## config.mk

```make
export PLATFORM = sky130hd
export DESIGN_NAME = dmem_pipe
export DESIGN_NICKNAME = d
export VERILOG_FILES = /design/src/rtl/dmem_pipe.sv
export SDC_FILE = /design/constraint.sdc
export NUM_CORES = 1
export LEC_CHECK = 0
export CORE_MARGIN = 2
export CORE_UTILIZATION = 25
export CTS_BUF_LIST = sky130_fd_sc_hd__clkbuf_2
export DETAILED_ROUTE_END_ITERATION = 6
export SETUP_SLACK_MARGIN = 0.5
export SYNTH_ARGS = -nofsm -noshare
export SYNTH_HDL_FRONTEND = slang
export SYNTH_SLANG_ARGS = --single-unit
```

## constraint.sdc

```tcl
create_clock -name clk -period 5.3 [get_ports clk]
set_input_delay 0.53 -clock clk [delete_from_list [all_inputs] [get_ports clk]]
set_output_delay 0.53 -clock clk [all_outputs]
set_load 0.05 [all_outputs]
```

## src/rtl/dmem_pipe.sv

```systemverilog
// dmem_pipe: byte-lane data memory with a one-entry write buffer, forwarding reads
// and a post-reset zero-fill sequencer.
module dmem_pipe #(
    parameter int DATA_W = 16,
    parameter int ADDR_W = 11,
    parameter int DEPTH  = 16,
    localparam int LANES = DATA_W / 8
) (
    input  logic              clk,
    input  logic              reset,
    output logic              ready,
    input  logic              rd_en,
    input  logic [ADDR_W-1:0] rd_addr,
    output logic [DATA_W-1:0] rd_data,
    output logic              rd_valid,
    input  logic              wr_en,
    input  logic [ADDR_W-1:0] wr_addr,
    input  logic [DATA_W-1:0] wr_data,
    input  logic [LANES-1:0]  wr_be,
    output logic              addr_err
);
    localparam int IW = (DEPTH > 1) ? $clog2(DEPTH) : 1;

    typedef enum logic {CLEAR, RUN} state_t;

    state_t              state_q, state_d;
    logic [IW-1:0]       cnt_q, cnt_d;
    logic [DATA_W-1:0]   mem [DEPTH];
    logic                pb_valid_q, pb_valid_d;
    logic [ADDR_W-1:0]   pb_addr_q, pb_addr_d;
    logic [DATA_W-1:0]   pb_data_q, pb_data_d;
    logic [LANES-1:0]    pb_be_q, pb_be_d;
    logic                rd_valid_q, rd_valid_d;
    logic [DATA_W-1:0]   rd_data_q, rd_data_d;
    logic                addr_err_q, addr_err_d;
    logic [DATA_W-1:0]   merged;
    logic                run, rd_ok, wr_ok;

    assign run      = (state_q == RUN);
    assign rd_ok    = 32'(rd_addr) < DEPTH;
    assign wr_ok    = 32'(wr_addr) < DEPTH;
    assign ready    = run;
    assign rd_data  = rd_data_q;
    assign rd_valid = rd_valid_q;
    assign addr_err = addr_err_q;

    // Later assignments win: same-cycle write over buffered write over array.
    always_comb begin
        merged = mem[rd_addr[IW-1:0]];
        for (int i = 0; i < LANES; i++) begin
            if (pb_valid_q && pb_addr_q == rd_addr && pb_be_q[i]) merged[8*i+:8] = pb_data_q[8*i+:8];
            if (wr_en && wr_addr == rd_addr && wr_be[i]) merged[8*i+:8] = wr_data[8*i+:8];
        end
    end

    always_comb begin
        state_d    = (state_q == CLEAR && cnt_q == IW'(DEPTH - 1)) ? RUN : state_q;
        cnt_d      = (state_q == CLEAR) ? cnt_q + 1'b1 : cnt_q;
        pb_valid_d = run && wr_en && wr_ok;
        pb_addr_d  = wr_addr;
        pb_data_d  = wr_data;
        pb_be_d    = wr_be;
        rd_valid_d = run && rd_en;
        rd_data_d  = (run && rd_en) ? (rd_ok ? merged : '0) : rd_data_q;
        addr_err_d = run && ((rd_en && !rd_ok) || (wr_en && !wr_ok));
    end

    always_ff @(posedge clk) begin
        if (reset) begin
            state_q    <= CLEAR;
            cnt_q      <= '0;
            pb_valid_q <= 1'b0;
            rd_valid_q <= 1'b0;
            rd_data_q  <= '0;
            addr_err_q <= 1'b0;
        end else begin
            state_q    <= state_d;
            cnt_q      <= cnt_d;
            pb_valid_q <= pb_valid_d;
            rd_valid_q <= rd_valid_d;
            rd_data_q  <= rd_data_d;
            addr_err_q <= addr_err_d;
        end
    end

    always_ff @(posedge clk) begin
        pb_addr_q <= pb_addr_d;
        pb_data_q <= pb_data_d;
        pb_be_q   <= pb_be_d;
    end

    // A pending write caught by reset is dropped, not committed.
    always_ff @(posedge clk) begin
        if (!reset) begin
            if (state_q == CLEAR) begin
                mem[cnt_q] <= '0;
            end else if (pb_valid_q) begin
                for (int i = 0; i < LANES; i++)
                    if (pb_be_q[i]) mem[pb_addr_q[IW-1:0]][8*i+:8] <= pb_data_q[8*i+:8];
            end
        end
    end
endmodule

```

==> impl_summary.log <==
[metrics] post-layout instance area: 13990 sq um
[metrics] post-CTS sizing: 0
[metrics] average via count per standard cell: 4.645
[metrics] share of power burned in combinational logic: 5.9%
[metrics] cell area after technology mapping: 12160 sq um
[metrics] DR WL/cell: 19.93 microns
[metrics] Gate Count Post-Synth: 686
[metrics] final critical delay including setup and external delays: 3.303 ns
[metrics] nature of the critical path startpoint: flip-flop
[metrics] Syn Nets: 731
[metrics] proportion of layout cells with a drive suffix above 1: 22.46%
[metrics] endpoint required time on the critical path: 5.78 ns
[metrics] Clock power frac: 33.0%
[metrics] Yosys Warn Count: 0
[metrics] last weighted congestion value of the routability-driven placer: 0.7798
[metrics] DIE AREA: 50430 sq um
[metrics] Die Wd: 224.6 microns
[metrics] highest cell delay on the worst timing path: 0.75 ns
[metrics] measured slew at the worst slew-check pin: 1.186 ns
[metrics] setup skew after layout: 0.04755 ns
[metrics] Unique masters post-synth: 43
[metrics] reported leakage power: 0.004341 uW
[metrics] Hold Slack: 0.1372 ns
[metrics] antenna violations before repair: 2
[metrics] CTS Root Cell: clkbuf_2
[metrics] growth of design area from synthesis to finish: 15.07%
[metrics] critical path type: flip-flop to flip-flop
[metrics] worst reg2reg path endpoint: mem[4][3]$_DFFE_PP_
[metrics] biggest fanout along the worst timing path: 28
[metrics] number of enable-type register cells in the synthesized netlist: 256
[metrics] count of routing violations after the opening detailed-route iteration: 629
[metrics] global-route congestion overflow total: 0
[metrics] clock tree from TritonCTS: built
[metrics] vias in the first global route: 6822
[metrics] HPWL reported at the end of detailed placement: 19100 microns
[metrics] async set or reset register ratio after synthesis: 0%
[metrics] number of DRC violations after detailed routing: 0
[metrics] Crit. End Element: flip-flop
[metrics] clock transition at the register clock pins on the worst setup and hold paths after CTS: 0.12 ns
[metrics] maximum buffer depth of the clock tree: 3
[metrics] worst skew pair latency: 0.87 ns
[metrics] final number of max-transition violations: 0
[metrics] final count of negative-setup-slack endpoints: 0
[metrics] final sum of negative setup slack: 0 ns
[metrics] Pre-antenna DRT Iters: 7
[metrics] largest net degree at the start of global routing: 49
[metrics] CP bufs+invs: 1
[metrics] TritonCTS Buffers: 71
[metrics] maxcap violations: 0
[metrics] CORE AREA: 47850 sq um
[metrics] sequential power share: 61.1%
[metrics] achievable clock frequency: 302.7 MHz
[metrics] number of I/O port buffers: 62
[metrics] cell depth of the worst min-delay path: 1
[metrics] worst-case register-to-register setup slack: 2.00 ns
[metrics] delay-heaviest family, CP: compound AO/OA/AOI/OAI gates
[metrics] share of the cycle needed by the critical path after routing: 62.33%
[metrics] Hold Path Class: input pin to flip-flop
[metrics] Max-slew headroom: 20.62%
[metrics] total power per unit cell area: 310.9 nW/um^2
[metrics] register area: 8748 sq um
[metrics] count of pins on the block boundary: 63
[metrics] Power Total: 4351 uW
[metrics] antenna-violating nets left: 0
[metrics] vertical die dimension: 224.6 microns
[metrics] Net Sw Frac: 24.66%
[metrics] endpoint with the worst hold slack: pb_data_q[2]$_DFF_P_
[metrics] area taken by multi-input logic gates: 3179 sq um
[metrics] global-route wire length before repair: 43710 microns
[metrics] Area after DPL: 13390 sq um
[metrics] Post-Synthesis Mean Instance Area: 17.73 sq um
[metrics] total track usage: 11.74%
[metrics] Net Sw Power: 1073 uW
[metrics] Reg-to-Reg Start: ready$_SDFFE_PP0P_
[metrics] # nets final: 841
[metrics] most common flop cell mapped by yosys: edfxtp_1
[metrics] CP arrival: 3.79 ns
[metrics] row cnt: 80
[metrics] slowest stage cell on the critical path: o211a_1
[metrics] sequential fraction of the synthesis area: 71.93%
[metrics] Sink Count: 309
[metrics] number of storage elements in the synthesis netlist: 309
[metrics] CP cell instances: nor2b_2, o211a_1, a31oi_1, buf_4, nor2_1
[metrics] initial core utilization: 25.42%
[metrics] unrepaired setup endpoints after global routing: false
[metrics] number of cells on the critical path: 5
[metrics] number of cells on the worst reg-to-reg path: 5
[metrics] Peak supply drop: 0.0001036 V
[metrics] outcome: finished clean
[metrics] number of H-tree levels: 3
[metrics] cell-internal power: 3278 uW
[metrics] number of fill cells in the layout: 4781
[metrics] number of failing hold endpoints at the final stage: 0
[metrics] utilization of the core after routing: 29.25%
[metrics] total length of routed wires: 29160 microns
[metrics] number of buffers inserted by post-CTS setup repair: 0
[metrics] number of hold-repair buffers added at the cts stage: 0
[metrics] hold wc startpoint: wr_data[2]
[metrics] Via Count: 6796
-- state kept, by name, indices dropped and copies added (netlist names) --
name,flops
pb_data_q,16
pb_valid_q,1
addr_err,1
pb_addr_q,11
cnt_q,4
rd_data,16
ready,1
pb_be_q,2
mem,256
rd_valid,1
-- cells in the mapped netlist (2+ instances only) --
master,n,area [sq um]
a21oi_1,3,15.01
a221oi_1,14,122.6
a22oi_1,44,330.3
a31oi_1,5,31.28
a32oi_1,2,17.52
and2_1,18,112.6
and4_1,5,43.79
buf_2,15,75.07
buf_4,9,67.56
buf_6,4,45.04
clkbuf_1,6,22.52
dfxtp_1,53,1061
edfxtp_1,256,7687
inv_1,2,7.510
mux2_2,2,22.52
mux2i_1,5,50.05
mux4_1,7,183.9
mux4_2,57,1284
nand2_1,58,217.7
nand2b_1,5,31.28
nand3_1,2,10.01
nand4_1,7,43.79
nor2_1,42,157.7
nor2b_1,5,31.28
nor3_1,2,10.01
nor3b_1,2,15.01
nor4_1,2,12.51
nor4_2,3,37.54
o21ai_0,14,70.07
xnor2_1,7,61.31
xor2_1,18,157.7
-- worst max-delay path by stage --
stage                        from              endpoint  slack (ns)
3_5_place_dp                reset   mem[4][5]$_DFFE_PP_        1.52
3_3_place_gp                reset   mem[4][5]$_DFFE_PP_        1.73
4_1_cts        ready$_SDFFE_PP0P_   mem[4][3]$_DFFE_PP_        2.02
5_1_grt        ready$_SDFFE_PP0P_   mem[4][3]$_DFFE_PP_        1.80
2_1_floorplan  ready$_SDFFE_PP0P_  mem[9][10]$_DFFE_PP_        2.66
6_report       ready$_SDFFE_PP0P_   mem[4][3]$_DFFE_PP_        2.00
-- worst reg2reg max path, cell delays in order, from the launching register on --
cell and delay [ns]:
dfxtp_1 0.62, nor2b_2 0.28, o211a_1 0.75, a31oi_1 0.41
buf_4 0.28, nor2_1 0.61
-- routing by layer --
metal	vias to the layer above	GRT usage, %	wire length (microns)
met3	40	2.874	2038
met1	3467	16.36	13300
li1	3020	-	-
met4	0	4.209	486
met2	269	17.81	13340
met5	-	0	0
-- per-stage QoR --
step / setup slack, ns / cells
floorplan: 2.656 / 686
detailed placement: 1.518 / 1338
global placement: 1.726 / 1338
global route: 1.803 / 1463
finish: 1.997 / 1463
CTS: 2.020 / 1461
-- placed cells by master (no fill, tap or decap), types with 3 or more instances in the layout --
cell               n
edfxtp_1         256
clkbuf_2         105
clkdlybuf4s50_1   60
nand2_1           58
mux4_2            57
dfxtp_1           53
a22oi_1           44
nor2_1            42
and2_1            18
xor2_1            18
o21ai_0           14
a221oi_1          14
clkinv_1          11
buf_4             11
xnor2_1            7
nand4_1            7
mux4_1             7
a31oi_1            5
nand2b_1           5
mux2i_1            5
and4_1             5
nor2b_1            5
inv_2              4
nor4_2             3
clkinv_2           3
-- final cells by class --
type / count / share of cell area, %
tap: 615 / 5.498
sequential: 309 / 62.51
clock inverter: 18 / 0.5096
inverter: 2 / 0.05364
clock buffer: 105 / 3.755
antenna: 2 / 0.03576
multi-input combinational: 340 / 22.72
timing repair buffer: 72 / 4.917
-- logic make-up after synthesis --
group                    Yosys count  share of synthesized area [%]
XOR/XNOR                          25                          1.800
buffers and inverters             37                          1.955
AND/OR/NAND/NOR                  157                          6.471
flip-flops                       309                          71.93
multiplexers                      71                          12.66
adder cells (fa/ha/maj)            1                         0.1029
AO/OA/AOI/OAI                     86                          5.072
-- power groups by stage --
stage	sequential (uW)	combinational [uW]	clock, uW
3_3_place_gp	2710	257	0
2_1_floorplan	2700	164	0
4_1_cts	2660	259	1480
6_report	2660	258	1440
3_5_place_dp	2710	257	0
5_1_grt	2660	277	1600
(Power assumes the default switching activity.)
